### src/rtl/keypad_pkg.sv
`default_nettype none
// ============================================================================
//  Module      : keypad_pkg
//  Description : Shared sizes and enums for the 4x4 keypad scanner.
//  Revision    : 1.0 - initial release
// ============================================================================
package keypad_pkg;

    localparam int NUM_ROWS = 4;
    localparam int NUM_COLS = 4;

    typedef enum logic [1:0] {
        ST_IDLE     = 2'd0,
        ST_DEBOUNCE = 2'd1,
        ST_PRESSED  = 2'd2,
        ST_RELEASE  = 2'd3
    } state_t;

    typedef enum logic [1:0] {
        SCAN_NONE  = 2'd0,
        SCAN_KEY   = 2'd1,
        SCAN_MULTI = 2'd2
    } scan_kind_t;

endpackage
`default_nettype wire

### src/rtl/keypad_scanner_if.sv
`default_nettype none
// ============================================================================
//  Module      : keypad_scanner_if
//  Description : Keypad matrix pins plus the decoded key outputs.
//  Revision    : 1.0 - initial release
// ============================================================================
interface keypad_scanner_if;
    import keypad_pkg::*;

    logic [NUM_COLS-1:0] COL;
    logic [NUM_ROWS-1:0] ROW;
    logic [3:0]          KEY_CODE;
    logic                KEY_VALID;
    logic                KEY_HELD;

    modport master (input COL, output ROW, output KEY_CODE, output KEY_VALID, output KEY_HELD);
    modport slave  (output COL, input ROW, input KEY_CODE, input KEY_VALID, input KEY_HELD);
endinterface
`default_nettype wire

### src/rtl/keypad_row_scan.sv
`default_nettype none
// ============================================================================
//  Module      : keypad_row_scan
//  Description : Column synchronizer, row rotation and per-scan key summary.
//  Revision    : 1.0 - initial release
// ============================================================================
module keypad_row_scan
    import keypad_pkg::*;
#(
    parameter int SCAN_DIV = 1000
) (
    input  wire logic                CLK,
    input  wire logic                RST_N,
    input  wire logic [NUM_COLS-1:0] i_col,
    output logic      [NUM_ROWS-1:0] o_row,
    output logic                     o_scan_done,
    output scan_kind_t               o_kind,
    output logic      [3:0]          o_key
);

    localparam int DW = (SCAN_DIV > 1) ? $clog2(SCAN_DIV) : 1;
    localparam logic [DW-1:0] c_div_last = DW'(SCAN_DIV - 1);

    logic [NUM_COLS-1:0] r_sync1, r_sync2;
    logic [DW-1:0]       r_div;
    logic [1:0]          r_row;
    logic [1:0]          r_zeros;   // zero bits seen so far this scan, saturating at 2
    logic [3:0]          r_key;
    logic                w_tc;
    logic [2:0]          w_row_zeros;
    logic [1:0]          w_col;
    logic [2:0]          w_tot;
    logic [1:0]          w_zeros_nxt;
    logic [3:0]          w_key_nxt;

    always_comb begin
        w_row_zeros = '0;
        w_col       = '0;
        for (int i = NUM_COLS - 1; i >= 0; i--) begin
            if (!r_sync2[i]) begin
                w_row_zeros = w_row_zeros + 3'd1;
                w_col       = 2'(i);
            end
        end
        w_tot       = {1'b0, r_zeros} + w_row_zeros;
        w_zeros_nxt = (w_tot > 3'd2) ? 2'd2 : w_tot[1:0];
        w_key_nxt   = r_key;
        if (r_zeros == 2'd0 && w_row_zeros == 3'd1) begin
            w_key_nxt = {r_row, w_col};
        end
    end

    assign w_tc        = (r_div == c_div_last);
    assign o_scan_done = w_tc && (r_row == 2'(NUM_ROWS - 1));
    assign o_key       = w_key_nxt;
    assign o_row       = ~(NUM_ROWS'(1) << r_row);

    always_comb begin
        o_kind = SCAN_MULTI;
        if (w_zeros_nxt == 2'd0)      o_kind = SCAN_NONE;
        else if (w_zeros_nxt == 2'd1) o_kind = SCAN_KEY;
    end

    always_ff @(posedge CLK) begin
        if (!RST_N) begin
            r_sync1 <= '1;
            r_sync2 <= '1;
            r_div   <= '0;
            r_row   <= '0;
            r_zeros <= '0;
            r_key   <= '0;
        end else begin
            r_sync1 <= i_col;
            r_sync2 <= r_sync1;
            if (w_tc) begin
                r_div <= '0;
                r_row <= r_row + 2'd1;
                if (o_scan_done) begin
                    r_zeros <= '0;
                    r_key   <= '0;
                end else begin
                    r_zeros <= w_zeros_nxt;
                    r_key   <= w_key_nxt;
                end
            end else begin
                r_div <= r_div + DW'(1);
            end
        end
    end

endmodule
`default_nettype wire

### src/rtl/keypad_scanner.sv
`default_nettype none
// ============================================================================
//  Module      : keypad_scanner
//  Description : 4x4 keypad scan, debounce FSM and key encoder.
//                Optional auto-repeat enabled by macro KEYPAD_REPEAT_EN.
//  Revision    : 1.0 - initial release
// ============================================================================
module keypad_scanner
    import keypad_pkg::*;
#(
    parameter int SCAN_DIV       = 1000,
    parameter int DEBOUNCE_SCANS = 4,
    parameter int REPEAT_DELAY   = 50,
    parameter int REPEAT_RATE    = 10
) (
    input  wire logic         CLK,
    input  wire logic         RST_N,
    keypad_scanner_if.master  kp
);

    localparam int CW = $clog2(DEBOUNCE_SCANS + 1);
    localparam logic [CW-1:0] c_ds  = CW'(DEBOUNCE_SCANS);
    localparam logic [CW-1:0] c_one = CW'(1);

    if (SCAN_DIV < 2 || DEBOUNCE_SCANS < 1 || REPEAT_DELAY < 1 || REPEAT_RATE < 1) begin : g_param_check
        $error("keypad_scanner: parameter out of range");
    end

    logic       w_done;
    scan_kind_t w_kind;
    logic [3:0] w_key;
    logic       w_is_key;
    logic       w_rep_hit;

    keypad_row_scan #(.SCAN_DIV(SCAN_DIV)) u_row_scan (
        .CLK         (CLK),
        .RST_N       (RST_N),
        .i_col       (kp.COL),
        .o_row       (kp.ROW),
        .o_scan_done (w_done),
        .o_kind      (w_kind),
        .o_key       (w_key)
    );

    assign w_is_key = (w_kind == SCAN_KEY);

    state_t        r_state, w_state_nxt;
    logic [CW-1:0] r_cnt, w_cnt_nxt, w_cnt_inc;
    logic [3:0]    r_cand, w_cand_nxt;
    logic [3:0]    r_code, w_code_nxt;
    logic          r_valid, w_valid_nxt;
    logic          r_held, w_held_nxt;

    assign w_cnt_inc = (r_cnt == c_ds) ? r_cnt : r_cnt + c_one;

    always_comb begin
        w_state_nxt = r_state;
        w_cnt_nxt   = r_cnt;
        w_cand_nxt  = r_cand;
        w_code_nxt  = r_code;
        w_valid_nxt = 1'b0;
        w_held_nxt  = r_held;
        if (w_done) begin
            case (r_state)
                ST_IDLE: begin
                    if (w_is_key) begin
                        if (DEBOUNCE_SCANS == 1) begin
                            w_code_nxt  = w_key;
                            w_valid_nxt = 1'b1;
                            w_held_nxt  = 1'b1;
                            w_state_nxt = ST_PRESSED;
                        end else begin
                            w_cand_nxt  = w_key;
                            w_cnt_nxt   = c_one;
                            w_state_nxt = ST_DEBOUNCE;
                        end
                    end
                end
                ST_DEBOUNCE: begin
                    if (!w_is_key) begin
                        w_cnt_nxt   = '0;
                        w_state_nxt = ST_IDLE;
                    end else if (w_key != r_cand) begin
                        w_cand_nxt = w_key;
                        w_cnt_nxt  = c_one;
                    end else begin
                        w_cnt_nxt = w_cnt_inc;
                        if (w_cnt_inc == c_ds) begin
                            w_code_nxt  = r_cand;
                            w_valid_nxt = 1'b1;
                            w_held_nxt  = 1'b1;
                            w_state_nxt = ST_PRESSED;
                        end
                    end
                end
                ST_PRESSED: begin
                    if (w_is_key) begin
                        w_valid_nxt = w_rep_hit;
                    end else if (DEBOUNCE_SCANS == 1) begin
                        w_held_nxt  = 1'b0;
                        w_cnt_nxt   = '0;
                        w_state_nxt = ST_IDLE;
                    end else begin
                        w_cnt_nxt   = c_one;
                        w_state_nxt = ST_RELEASE;
                    end
                end
                default: begin
                    if (w_is_key) begin
                        w_state_nxt = ST_PRESSED;
                    end else begin
                        w_cnt_nxt = w_cnt_inc;
                        if (w_cnt_inc == c_ds) begin
                            w_held_nxt  = 1'b0;
                            w_cnt_nxt   = '0;
                            w_state_nxt = ST_IDLE;
                        end
                    end
                end
            endcase
        end
    end

    always_ff @(posedge CLK) begin
        if (!RST_N) begin
            r_state <= ST_IDLE;
            r_cnt   <= '0;
            r_cand  <= '0;
            r_code  <= '0;
            r_valid <= 1'b0;
            r_held  <= 1'b0;
        end else begin
            r_state <= w_state_nxt;
            r_cnt   <= w_cnt_nxt;
            r_cand  <= w_cand_nxt;
            r_code  <= w_code_nxt;
            r_valid <= w_valid_nxt;
            r_held  <= w_held_nxt;
        end
    end

`ifdef KEYPAD_REPEAT_EN
    localparam int RMAX = (REPEAT_DELAY > REPEAT_RATE) ? REPEAT_DELAY : REPEAT_RATE;
    localparam int RW   = $clog2(RMAX + 1);

    logic [RW-1:0] r_rep, w_rep_inc, w_rep_target;
    logic          r_first;   // still waiting for the initial, longer delay

    assign w_rep_inc    = (r_rep == '1) ? r_rep : r_rep + RW'(1);
    assign w_rep_target = r_first ? RW'(REPEAT_DELAY) : RW'(REPEAT_RATE);
    assign w_rep_hit    = w_done && (r_state == ST_PRESSED) && w_is_key && (w_rep_inc >= w_rep_target);

    // Any scan end outside a continuing press restarts the delay.
    always_ff @(posedge CLK) begin
        if (!RST_N) begin
            r_rep   <= '0;
            r_first <= 1'b1;
        end else if (w_done) begin
            if (r_state != ST_PRESSED || !w_is_key) begin
                r_rep   <= '0;
                r_first <= 1'b1;
            end else if (w_rep_hit) begin
                r_rep   <= '0;
                r_first <= 1'b0;
            end else begin
                r_rep <= w_rep_inc;
            end
        end
    end
`else
    assign w_rep_hit = 1'b0;
`endif

    assign kp.KEY_CODE  = r_code;
    assign kp.KEY_VALID = r_valid;
    assign kp.KEY_HELD  = r_held;

endmodule
`default_nettype wire
### src/flat_wrapper.sv
// flat-port wrapper written by rule: the top's interface ports become plain ports
module keypad_scanner_flat import keypad_pkg::*;
#(
    parameter int SCAN_DIV       = 1000,
    parameter int DEBOUNCE_SCANS = 4,
    parameter int REPEAT_DELAY   = 50,
    parameter int REPEAT_RATE    = 10
)
  (CLK, RST_N, kp_COL, kp_ROW, kp_KEY_CODE, kp_KEY_VALID, kp_KEY_HELD);
  keypad_scanner_if kp_i ();
  input  wire logic CLK;
  input  wire logic RST_N;
  input wire logic [$bits(kp_i.COL)-1:0] kp_COL;
  output wire logic [$bits(kp_i.ROW)-1:0] kp_ROW;
  output wire logic [$bits(kp_i.KEY_CODE)-1:0] kp_KEY_CODE;
  output wire logic [$bits(kp_i.KEY_VALID)-1:0] kp_KEY_VALID;
  output wire logic [$bits(kp_i.KEY_HELD)-1:0] kp_KEY_HELD;
  assign kp_i.COL = kp_COL;
  assign kp_ROW = kp_i.ROW;
  assign kp_KEY_CODE = kp_i.KEY_CODE;
  assign kp_KEY_VALID = kp_i.KEY_VALID;
  assign kp_KEY_HELD = kp_i.KEY_HELD;
  keypad_scanner #(.SCAN_DIV(SCAN_DIV), .DEBOUNCE_SCANS(DEBOUNCE_SCANS), .REPEAT_DELAY(REPEAT_DELAY), .REPEAT_RATE(REPEAT_RATE)) u_core (.CLK(CLK), .RST_N(RST_N), .kp(kp_i));
endmodule
### config.mk
export PLATFORM = sky130hd
export DESIGN_NAME = keypad_scanner_flat
export DESIGN_NICKNAME = d
export VERILOG_FILES = /design/src/rtl/keypad_pkg.sv /design/src/rtl/keypad_scanner_if.sv /design/src/rtl/keypad_row_scan.sv /design/src/rtl/keypad_scanner.sv /design/src/flat_wrapper.sv
export SDC_FILE = /design/constraint.sdc
export NUM_CORES = 1
export LEC_CHECK = 0
export BUFFER_PORTS_ARGS = -buffer_cell sky130_fd_sc_hd__buf_2
export CORE_UTILIZATION = 65
export CTS_CLUSTER_DIAMETER = 100
export DETAILED_ROUTE_END_ITERATION = 10
export GPL_TIMING_DRIVEN = 1
export HOLD_SLACK_MARGIN = 0.05
export PLACE_DENSITY = 0.85
export SYNTH_ARGS = -nofsm -noshare
export SYNTH_HDL_FRONTEND = slang
export SYNTH_SLANG_ARGS = --single-unit
### constraint.sdc
create_clock -name CLK -period 6.3 [get_ports CLK]
set_input_delay 1.89 -clock CLK [delete_from_list [all_inputs] [get_ports CLK]]
set_output_delay 1.89 -clock CLK [all_outputs]
set_load 0.005 [all_outputs]
==> results by group, run 1 <==
Status
  • Status: finished, final reports clean

Synthesis
  • Count leader, synth: dfxtp_1
  • Largest family of logic cells by synthesized area: simple AND/OR/NAND/NOR gates
  • Area fraction of the dominant cell type after synthesis: 0.338
  • Yosys warns: 0
  • Adder-Cell Fraction of Synth Area: 0.0958
  • Mapped Area: 2430 um2
  • Synth Instances: about 270
  • Post-synthesis mux area share: 0.0551
  • Post-synth EDFFs: 0
  • Synth top area cells: dfxtp_1, ha_1, nand2_1, xor2_1, mux2i_1
  • Simple-Gate Fraction of Synth Area: 0.263
  • Post-Syn Nets: 296
  • #FFs+latches synth: between 40 and 50
  • Ys flop type: dfxtp_1
  • Sequential share of the synthesized area: 0.338
  • Async S/R FF share, synth: 0
  • Post-synthesis xor/xnor area fraction: 0.0788
  • Compound-Gate Fraction of Synth Area: 0.117
  • Synth unique cells: 54
  • Top cells by count, synth: dfxtp_1, nand2_1, nor2_1
  • Syn Area/Cell: 8.93 um2
  • Leading area contributor after synthesis: dfxtp_1

STA
  • Hold Violations, Final: 0
  • Unrepaired setup endpoints after global routing: false
  • Worst-margin pin slew: about 1.1 ns
  • Setup TNS: 0 ns
  • Min cycle time layout: 3.92 ns
  • Fmax achieved: ~260 MHz
  • Worst Skew: 0.00542 ns
  • Final WS setup: 2.38 ns
  • Tcrit/Tclk final: 0.622
  • Max Slew Vio Count: 0
  • Relative slew slack: 0.236
  • # setup viols final: 0

Clocking
  • CTS tree: built
  • Clock sinks: 41
  • Resize count post-CTS: 0
  • CTS max path bufs: 2
  • Post-CTS Setup Bufs: 0
  • H-Tree Depth: 2
  • Skew-Pair Late Insertion Delay: 0.30 ns
  • Clk slew on worst S/H paths: 0.08 ns
  • Cts bufs inserted: 5
  • Root Driver: clkbuf_8
  • Hold_buf cts: 0

Critical path
  • R2R Setup Slk: 2.38 ns
  • Critical path peak fanout: 8
  • CP Launch Type: flip-flop
  • CP arrival: 4.10 ns
  • Crit. End Element: flip-flop
  • Kind of critical path: flip-flop to flip-flop
  • Req. time, crit path: 6.49 ns

Power and ir drop
  • Internal power: 0.359 mW
  • Comb pwr share: 0.091
  • Cell Pwr Density: between 150 and 200 nW/um2
  • VDD IR max: 151 uV
  • Flop pwr share: 0.559
  • P_sw: 0.118 mW
  • Clock power frac: 0.350
  • Sw Share: 0.248
  • Leak: 1.09 nW

Finish
  • Synth-to-layout area growth: 6.44%
  • Fin util: 0.745
  • Nets: 309
  • Filler cells: approximately 280
  • Inserted Diodes: 0
  • Share of layout cells above drive strength 1: 0.126

Floorplanning
  • I/O Pins: 16
  • # rows: 21
  • Die Width: 63.1 um
  • Height of the die: ~63 um
  • Die area: 3980 um2
  • Starting Density: 0.700
  • Core box area: 3470 um2

Routing
  • Number of DRC markers in iteration 0: 50
  • Post-DRT Antenna Nets: 0
  • DRC viols: 0
  • Via/cell ratio: 5.67
  • DR WL/cell: 13.3 um
  • Drt first pass iters: 4
  • Final wirelength: around 4.4 mm
  • Vias: 1,884

Placement
  • GPL Wtd Cong: 0.840
  • Placed wire-length estimate: 3.30 mm
  • Place WS: 2.41 ns
  • Number of port buffers: 15

Hold path
  • Worst min-delay path class: flip-flop to flip-flop

Global routing
  • First-pass GRT wire length: 8.10 mm
  • Pin count of the biggest net entering global routing: 26
  • Vias in the first global route: 1,807
  • GRT overflow: 0
  • Initial antenna violation count: 0
  • All-Layer GR Usage: 0.257

Run
  • Number of max-cap violations: 0
==> power groups by stage <==
stage / registers [mW] / clock network [mW] / logic [mW]
CTS: 0.267 / 0.170 / 0.0432
finish: 0.267 / 0.167 / 0.0433
floorplan: 0.271 / 0 / 0.0369
detailed placement: 0.273 / 0 / 0.0425
global placement: 0.272 / 0 / 0.0415
global route: 0.267 / 0.185 / 0.0487
==> kinds of logic (layout without fill, tap and decap cells) <==
logic type      Yosys count  after routing
compound gates           42             42
fa+ha+maj                18             18
xor+xnor                 20             20
simple gates            111            111
mux                      13             13
buf+inv                  27             41
flops                    41             41
==> cell type report <==
type                       instances  area (um2)  share of cell area
timing repair buffer              15        75.1              0.0290
sequential                        41         821               0.318
inverter                          18        67.6              0.0261
clock buffer                       6        72.6              0.0281
clock inverter                     2        10.0             0.00387
tap                               46        57.6              0.0223
multi-input combinational        204        1480               0.573
==> sequential cells by signal, indices dropped and copies added (netlist names), named ones only <==
name and count:
u_core.u_row_scan.r_div 10, u_core.u_row_scan.r_row 2, u_core.r_cnt 3, u_core.u_row_scan.r_key 4, u_core.r_state 1, u_core.r_cand 4, u_core.u_row_scan.r_sync1 4, u_core.kp.KEY_CODE 4
u_core.kp.KEY_HELD 1, u_core.kp.KEY_VALID 1, u_core.u_row_scan.r_sync2 4, u_core.u_row_scan.r_zeros 2
==> metal layers <==
layer / up-vias / wire length [um] / GRT usage
met4: 0 / 76 / 0.0988
met5: - / 0 / 0
met1: 856 / 2170 / 0.334
li1: 975 / - / -
met3: 11 / 187 / 0.0634
met2: 42 / 1990 / 0.406
==> cells in the final DEF, fill, tap and decap left out, types with 3 or more instances in the layout <==
cell	count
nand4_1	3
a22oi_1	4
inv_1	18
ha_1	17
o211ai_1	8
a21oi_1	13
and3_1	6
clkbuf_8	5
nor3_1	3
nor2b_1	3
mux2i_1	10
xor2_1	12
xnor2_1	7
nand2b_1	12
nand3_1	7
o21ai_0	5
dfxtp_1	41
nor4_1	3
nor2_1	23
buf_2	15
nand2_1	29
==> through the flow <==
| step | hold WS (ns) | instances | power (mW) | area, um2 |
|---|---|---|---|---|
| finish | 0.411 | 332 | 0.477 | 2580 |
| CTS | 0.412 | 332 | 0.480 | 2580 |
| floorplan | 0.386 | 272 | 0.308 | 2430 |
| detailed placement | 0.395 | 324 | 0.315 | 2500 |
| global route | 0.429 | 332 | 0.501 | 2580 |
| global placement | 0.391 | 324 | 0.314 | 2500 |
==> worst max-delay path, stage by stage (launching register included) <==
cell and delay [ns]:
dfxtp_1 0.38, inv_1 0.06, ha_1 0.34, xnor2_1 0.29, ha_1 0.30, mux2_2 0.28, fa_1 0.42, xor3_2 0.42
nor3b_4 0.41, mux2i_1 0.28, nand4_1 0.13, mux2_1 0.37, o311a_1 0.13
==> path summary, 6_finish.rpt <==
| kind | startpoint | to | depth (start not counted) |
|---|---|---|---|
| setup / recovery | u_core.u_row_scan.r_sync2[2] | flip-flop | 12 |
| hold reg to reg | u_core.u_row_scan.r_sync1[2] | u_core.u_row_scan.r_sync2[2] | 1 |
| hold / removal | u_core.u_row_scan.r_sync1[2] | u_core.u_row_scan.r_sync2[2] | 1 |
| setup reg to reg | u_core.u_row_scan.r_sync2[2] | flip-flop | 12 |
(Power assumes the default switching activity.)
==> run 2, diff against run 1 <==
Settings changed: ABC_AREA set to 1, CORE_UTILIZATION 65 to 60, PLACE_DENSITY 0.85 to 0.79.
Clock period 6.3 ns to 4 ns, I/O delays scaled along.
==> results by group, run 2 <==
Global routing
  • Global route hottest layer: met2 (unchanged)
  • All-Layer GR Usage: 0.235 (was 0.257)
  • Routing usage on met2: 0.389 (was 0.406)
  • Met3 usage: 0.0511 (was 0.0634)
  • GRT overflow: 0 (unchanged)
  • Met1 Use GR: 0.293 (was 0.334)
  • Vias in the first global route: 1,856 (was 1,807)
  • First-pass GRT wire length: 7.67 mm (was 8.10 mm)
  • Initial antenna violation count: 0 (unchanged)
  • Pin count of the biggest net entering global routing: 23 (was 26)

STA
  • Hold Violations, Final: 0 (unchanged)
  • Max Slew Vio Count: 0 (unchanged)
  • Worst-margin pin slew: 0.656 ns (was 1.14 ns)
  • Relative slew slack: 0.558 (was 0.236)
  • Min cycle time layout: 3.13 ns (was 3.92 ns)
  • Fmax achieved: 319 MHz (was 255 MHz)
  • Final WS setup: 0.869 ns (was 2.38 ns)
  • Hold WS: 0.417 ns (was 0.411 ns)
  • # setup viols final: 0 (unchanged)
  • Worst Skew: 0.00774 ns (was 0.00542 ns)
  • Unrepaired setup endpoints after global routing: false (unchanged)
  • Tcrit/Tclk final: 0.783 (was 0.622)
  • Setup TNS: 0 ns (unchanged)

Critical path
  • Critical path peak fanout: 7 (was 8)
  • CP arrival: 3.36 ns (was 4.10 ns)
  • Crit. End Element: flip-flop (unchanged)
  • CP Launch Type: flip-flop (unchanged)
  • Req. time, crit path: 4.23 ns (was 6.49 ns)
  • Kind of critical path: flip-flop to flip-flop (unchanged)

Hold path
  • Worst min-delay path class: flip-flop to flip-flop (unchanged)

Floorplanning
  • Die area: 4230 um2 (was 3980 um2)
  • Core box area: 3740 um2 (was 3470 um2)
  • Starting Density: 0.637 (was 0.700)
  • Die Width: 65.0 um (was 63.1 um)
  • Height of the die: 65.0 um (was 63.1 um)
  • # rows: 22 (was 21)
  • I/O Pins: 16 (unchanged)

Synthesis
  • Ys flop type: dfxtp_1 (unchanged)
  • Syn Area/Cell: 7.34 um2 (was 8.93 um2)
  • Post-Syn Nets: 349 (was 296)
  • Yosys warns: 0 (unchanged)
  • Mapped Area: 2380 um2 (was 2430 um2)
  • Count leader, synth: nand2_1 (was dfxtp_1)
  • Area fraction of the dominant cell type after synthesis: 0.344 (was 0.338)
  • #FFs+latches synth: 41 (unchanged)
  • Post-synth EDFFs: 0 (unchanged)
  • Leading area contributor after synthesis: dfxtp_1 (unchanged)
  • Async S/R FF share, synth: 0 (unchanged)
  • Sequential share of the synthesized area: 0.344 (was 0.338)
  • Synth top area cells: dfxtp_1, nand2_1, ha_1, inv_1, nor2_1 (was dfxtp_1, ha_1, nand2_1, xor2_1, mux2i_1)
  • Synth Instances: 325 (was 272)
  • Top cells by count, synth: nand2_1, inv_1, dfxtp_1 (was dfxtp_1, nand2_1, nor2_1)
  • Synth unique cells: 34 (was 54)

Clocking
  • Cts bufs inserted: 5 (unchanged)
  • Post-CTS Setup Bufs: 0 (unchanged)
  • Skew-Pair Late Insertion Delay: 0.29 ns (was 0.30 ns)
  • H-Tree Depth: 2 (unchanged)
  • Clk slew on worst S/H paths: 0.08 ns (about the same)
  • CTS max path bufs: 2 (unchanged)
  • Clock sinks: 41 (unchanged)
  • CTS tree: built (unchanged)
  • Resize count post-CTS: 0 (unchanged)
  • Hold_buf cts: 0 (unchanged)
  • Root Driver: clkbuf_8 (unchanged)

Placement
  • GPL Wtd Cong: 0.832 (was 0.840)
  • Placed wire-length estimate: 3.39 mm (was 3.30 mm)
  • Place WS: 0.885 ns (was 2.41 ns)
  • Placed Instance Area: 2510 um2 (was 2500 um2)
  • Cell count after placement: 385 (was 324)
  • Number of port buffers: 15 (unchanged)

Status
  • Status: finished, final reports clean (unchanged)

Finish
  • Non-Filler Instances: 393 (was 332)
  • Inserted Diodes: 0 (unchanged)
  • Largest register FFs: 10 (unchanged)
  • Most common cell after layout, fill and taps aside: nand2_1 (was dfxtp_1)
  • Synth-to-layout area growth: 10.0% (was 6.44%)
  • Nets: 368 (was 309)
  • Largest register by flop count: u_core.u_row_scan.r_div (unchanged)
  • Share of layout cells above drive strength 1: 0.194 (was 0.126)
  • Post-route cell area: 2620 um2 (was 2580 um2)
  • Fin util: 0.701 (was 0.745)
  • Most frequent cells in the layout: nand2_1, inv_1, dfxtp_1, nor2_1, nand3_1 (was dfxtp_1, nand2_1, nor2_1, inv_1, ha_1)

Power and ir drop
  • Cell Pwr Density: 319 nW/um2 (was 184 nW/um2)
  • Comb pwr share: 0.088 (was 0.091)
  • VDD IR max: 242 uV (was 151 uV)
  • Flop pwr share: 0.499 (was 0.559)
  • P_sw: 0.195 mW (was 0.118 mW)
  • Clock power frac: 0.413 (was 0.350)
  • Sw Share: 0.233 (was 0.248)
  • Internal power: 0.642 mW (was 0.359 mW)
  • Total power: 0.837 mW (was 0.477 mW)
  • Leak: 1.19 nW (was 1.09 nW)

Routing
  • Final wirelength: 4.38 mm (was 4.43 mm)
  • DRC viols: 0 (unchanged)
  • DR WL/cell: 11.2 um (was 13.3 um)
  • Drt first pass iters: 4 (unchanged)
  • Post-DRT Antenna Nets: 0 (unchanged)
  • Number of DRC markers in iteration 0: 95 (was 50)
  • Via/cell ratio: 5.19 (was 5.67)
  • Vias: 2,038 (was 1,884)

Run
  • Number of max-cap violations: 0 (unchanged)
==> run 2: cell count changes after synthesis, moves of 6 or more <==
cell,before,now
inv_1,18,49
nand2_1,29,58
nand3_1,7,22
nand2_2,0,13
nor2_1,23,36
nand2b_1,12,0
mux2i_1,10,0
xor2_1,12,2
o211ai_1,8,0
or2_2,1,9
xnor2_1,7,0
and3_1,6,0
nand4_1,3,9
==> run 2: final cells by class <==
type / count / area, um2
Inverter: 54 / 205
Clock buffer: 7 / 86.3
Multi-Input combinational cell: 227 / 1350
Sequential cell: 41 / 821
Timing Repair Buffer: 15 / 75.1
Clock inverter: 1 / 30.0
Tap cell: 48 / 60.1
Fill cell: 315 / 1120
==> run 2: per-layer routing <==
layer  up-vias  routed length [um]
li1       1066                   -
met1       926                2070
met2        36                2030
met3        10                 168
met4         0                 112
met5         -                   0
==> run 2: logic make-up after synthesis <==
| group | synth area share |
|---|---|
| compound gates | 0.0698 |
| xor+xnor | 0.00735 |
| fa+ha+maj | 0.0976 |
| buf+inv | 0.0913 |
| flops | 0.344 |
| simple gates | 0.390 |
==> run 2: power groups by stage <==
stage | clock [mW] | sequential (mW) | combinational (mW)
6_report | 0.346 | 0.418 | 0.0734
5_1_grt | 0.369 | 0.419 | 0.0825
4_1_cts | 0.349 | 0.418 | 0.0733
3_5_place_dp | 0 | 0.428 | 0.0732
3_3_place_gp | 0 | 0.427 | 0.0712
2_1_floorplan | 0 | 0.427 | 0.0600
==> run 2: path summary, 6_finish.rpt <==
check	startpoint	endpoint	slack, ns	cells past startpoint
setup reg to reg	u_core.u_row_scan.r_sync2[2]	u_core.r_cnt[2]	0.87	18
hold / removal	u_core.u_row_scan.r_sync1[0]	u_core.u_row_scan.r_sync2[0]	0.42	1
setup / recovery	u_core.u_row_scan.r_sync2[2]	u_core.r_cnt[2]	0.87	18
hold reg to reg	u_core.u_row_scan.r_sync1[0]	u_core.u_row_scan.r_sync2[0]	0.42	1
==> run 2: critical path, stage by stage (launching register included) <==
cell	delay [ns]
dfxtp_1	0.38
inv_1	0.06
ha_1	0.36
inv_2	0.05
nand2_1	0.09
nand2_1	0.06
ha_1	0.29
nand2_1	0.08
nand2_2	0.12
fa_1	0.47
nand3_1	0.11
nand2_1	0.07
nor2_2	0.14
nand2_4	0.11
nand2_1	0.08
nand3_1	0.12
a21oi_2	0.24
o21ai_0	0.11
a21oi_1	0.13
==> run 3, diff against run 2 <==
Clock period 4 ns to 3.2 ns, I/O delays scaled along.
==> results by group, run 3 (synthesis gave the netlist of run 2 again) <==
Critical path
  • CP arrival: 3.26 ns (was 3.36 ns)
  • R2R Setup Slk: 0.17 ns (was 0.87 ns)
  • Critical path depth: 20 (was 18)
  • Req. time, crit path: 3.43 ns (was 4.23 ns)
  • CP max stage cell: fa_2 (was fa_1)
  • R2R depth: 20 (was 18)
  • Kind of critical path: flip-flop to flip-flop (unchanged)
  • RR Startpoint: u_core.u_row_scan.r_sync2[2] (unchanged)
  • Crit-path cells: inv_1, ha_4, inv_2, nand2_1, nand2_1, ha_1, nand2_1, nand2_2, fa_2, nand3_1, nand2_1, nor2_2, nand2_4, nand2_1, nand3_2, a21oi_4, nand3_1, nand2_1, inv_1, nor2_1 (was inv_1, ha_1, inv_2, nand2_1, nand2_1, ha_1, nand2_1, nand2_2, fa_1, nand3_1, nand2_1, nor2_2, nand2_4, nand2_1, nand3_1, a21oi_2, o21ai_0, a21oi_1)
  • Largest delay contributor family on the critical path: simple AND/OR/NAND/NOR gates (was adder cells)
  • CP max stage delay: 0.42 ns (was 0.47 ns)
  • Critical path peak fanout: 7 (unchanged)
  • Crit. End Element: flip-flop (unchanged)
  • Crit path buffers/inverters: 3 (was 2)
  • CP most frequent cell: nand2_1 (unchanged)
  • CP Launch Type: flip-flop (unchanged)

Finish
  • Largest register FFs: 10 (unchanged)
  • Synth-to-layout area growth: 10.3% (was 10.0%)
  • Most common cell after layout, fill and taps aside: nand2_1 (unchanged)
  • Most frequent cells in the layout: nand2_1, inv_1, dfxtp_1, nor2_1, nand3_1 (unchanged)
  • Non-Filler Instances: 393 (unchanged)
  • Inserted Diodes: 0 (unchanged)
  • Largest register by flop count: u_core.u_row_scan.r_div (unchanged)
  • Share of layout cells above drive strength 1: 0.212 (was 0.194)
  • Nets: 368 (unchanged)

Clocking
  • Resize count post-CTS: 0 (unchanged)
  • Cts bufs inserted: 5 (unchanged)
  • Hold_buf cts: 0 (unchanged)
  • Clk slew on worst S/H paths: 0.08 ns (about the same)
  • Post-CTS Setup Bufs: 0 (unchanged)
  • H-Tree Depth: 2 (unchanged)
  • Root Driver: clkbuf_8 (unchanged)
  • Clock sinks: 41 (unchanged)
  • Skew-Pair Late Insertion Delay: 0.29 ns (about the same)
  • CTS max path bufs: 2 (unchanged)
  • CTS tree: built (unchanged)

Hold path
  • Hold Crit Start: u_core.u_row_scan.r_sync1[3] (was u_core.u_row_scan.r_sync1[0])
  • Worst min-delay path class: flip-flop to flip-flop (unchanged)
  • Hold path cells: 1 (unchanged)
  • Hold EP: u_core.u_row_scan.r_sync2[3] (was u_core.u_row_scan.r_sync2[0])

Power and ir drop
  • Clock power frac: 0.349 (was 0.413)
  • Internal power: 0.701 mW (was 0.642 mW)
  • VDD IR max: 391 uV (was 242 uV)
  • Sw Share: 0.263 (was 0.233)
  • P_sw: 0.250 mW (was 0.195 mW)
  • Cell Pwr Density: 361 nW/um2 (was 319 nW/um2)
  • Flop pwr share: 0.550 (was 0.499)
  • Total power: 0.950 mW (was 0.837 mW)
  • Leak: 1.17 nW (was 1.19 nW)
  • Comb pwr share: 0.101 (was 0.088)

STA
  • Final WS setup: 0.170 ns (was 0.869 ns)
  • # setup viols final: 0 (unchanged)
  • Min cycle time layout: 3.03 ns (was 3.13 ns)
  • Fmax achieved: 330 MHz (was 319 MHz)
  • Max Slew Vio Count: 0 (unchanged)
  • Worst-margin pin slew: 0.652 ns (was 0.656 ns)
  • Relative slew slack: 0.561 (was 0.558)
  • Tcrit/Tclk final: 0.947 (was 0.783)
  • Worst Skew: 0.00809 ns (was 0.00774 ns)
  • Hold Violations, Final: 0 (unchanged)
  • Setup TNS: 0 ns (unchanged)
  • Hold WS: 0.417 ns (about the same)

Placement
  • GPL Wtd Cong: 0.832 (about the same)
  • Placed wire-length estimate: 3.41 mm (was 3.39 mm)
  • Cell count after placement: 385 (unchanged)
  • Place WS: 0.0694 ns (was 0.885 ns)
  • Number of port buffers: 15 (unchanged)

Floorplanning
  • # rows: 22 (unchanged)
  • Height of the die: 65.0 um (unchanged)
  • I/O Pins: 16 (unchanged)
  • Die area: 4230 um2 (unchanged)
  • Starting Density: 0.637 (unchanged)
  • Core box area: 3740 um2 (unchanged)
  • Die Width: 65.0 um (unchanged)

Routing
  • Via/cell ratio: 5.23 (was 5.19)
  • Post-DRT Antenna Nets: 0 (unchanged)
  • Final wirelength: 4.57 mm (was 4.38 mm)
  • DR WL/cell: 11.6 um (was 11.2 um)
  • Vias: 2,054 (was 2,038)
  • DRC viols: 0 (unchanged)
  • Drt first pass iters: 4 (unchanged)
  • Number of DRC markers in iteration 0: 100 (was 95)

Global routing
  • Pin count of the biggest net entering global routing: 23 (unchanged)
  • All-Layer GR Usage: 0.237 (was 0.235)
  • First-pass GRT wire length: 7.78 mm (was 7.67 mm)
  • Vias in the first global route: 1,896 (was 1,856)
  • GRT overflow: 0 (unchanged)
  • Initial antenna violation count: 0 (unchanged)

Status
  • Status: finished, final reports clean (unchanged)

Run
  • Number of max-cap violations: 0 (unchanged)
-- run 3: worst max path at each step --
| stage | start | endpoint | slack (ns) |
|---|---|---|---|
| 2_1_floorplan | u_core.u_row_scan.r_sync2[2] | u_core.r_cnt[2] | 0.36 |
| 6_report | u_core.u_row_scan.r_sync2[2] | flip-flop | 0.17 |
| 3_3_place_gp | u_core.u_row_scan.r_sync2[2] | u_core.r_cnt[2] | 0.24 |
| 4_1_cts | u_core.u_row_scan.r_sync2[2] | u_core.r_cnt[2] | 0.03 |
| 5_1_grt | u_core.u_row_scan.r_sync2[2] | flip-flop | -0.03 |
| 3_5_place_dp | u_core.u_row_scan.r_sync2[2] | u_core.r_cnt[2] | 0.07 |
-- run 3: power groups by stage --
stage	sequential (mW)	clock [mW]	combinational, mW
after detailed placement	0.535	0	0.0912
after floorplan	0.533	0	0.0750
after CTS	0.523	0.342	0.0917
after global routing	0.524	0.363	0.107
after global placement	0.534	0	0.0890
final	0.523	0.332	0.0956
-- run 3: per-stage QoR --
stage / utilization / cell area, um2
after floorplan: - / 2380
after global placement: 0.670 / 2510
after detailed placement: 0.670 / 2510
after CTS: 0.693 / 2590
after global routing: 0.703 / 2630
final: 0.703 / 2630
-- run 3: area by class of cell --
type,count,area [um2]
clock buffer,5,68.8
multi-input combinational,227,1380
sequential,41,823
inverter,54,205
fill,316,1110
tap,48,60.1
timing repair buffer,15,75.1
clock inverter,3,17.5
-- run 3: worst reg2reg max path: cells and delay by family (launching register included) --
kind | cells | cell delay [ns]
AOI/OAI and AO/OA | 1 | 0.18
adders and majority gates | 3 | 1.00
buffers and inverters | 3 | 0.15
DFF | 1 | 0.37
and+or+nand+nor | 13 | 1.30
-- run 3: metal layers --
metal  GRT usage  share of wire
met1       0.294           0.46
met2       0.401           0.48
met3      0.0458          0.025
met4      0.0978          0.028
met5           0              0
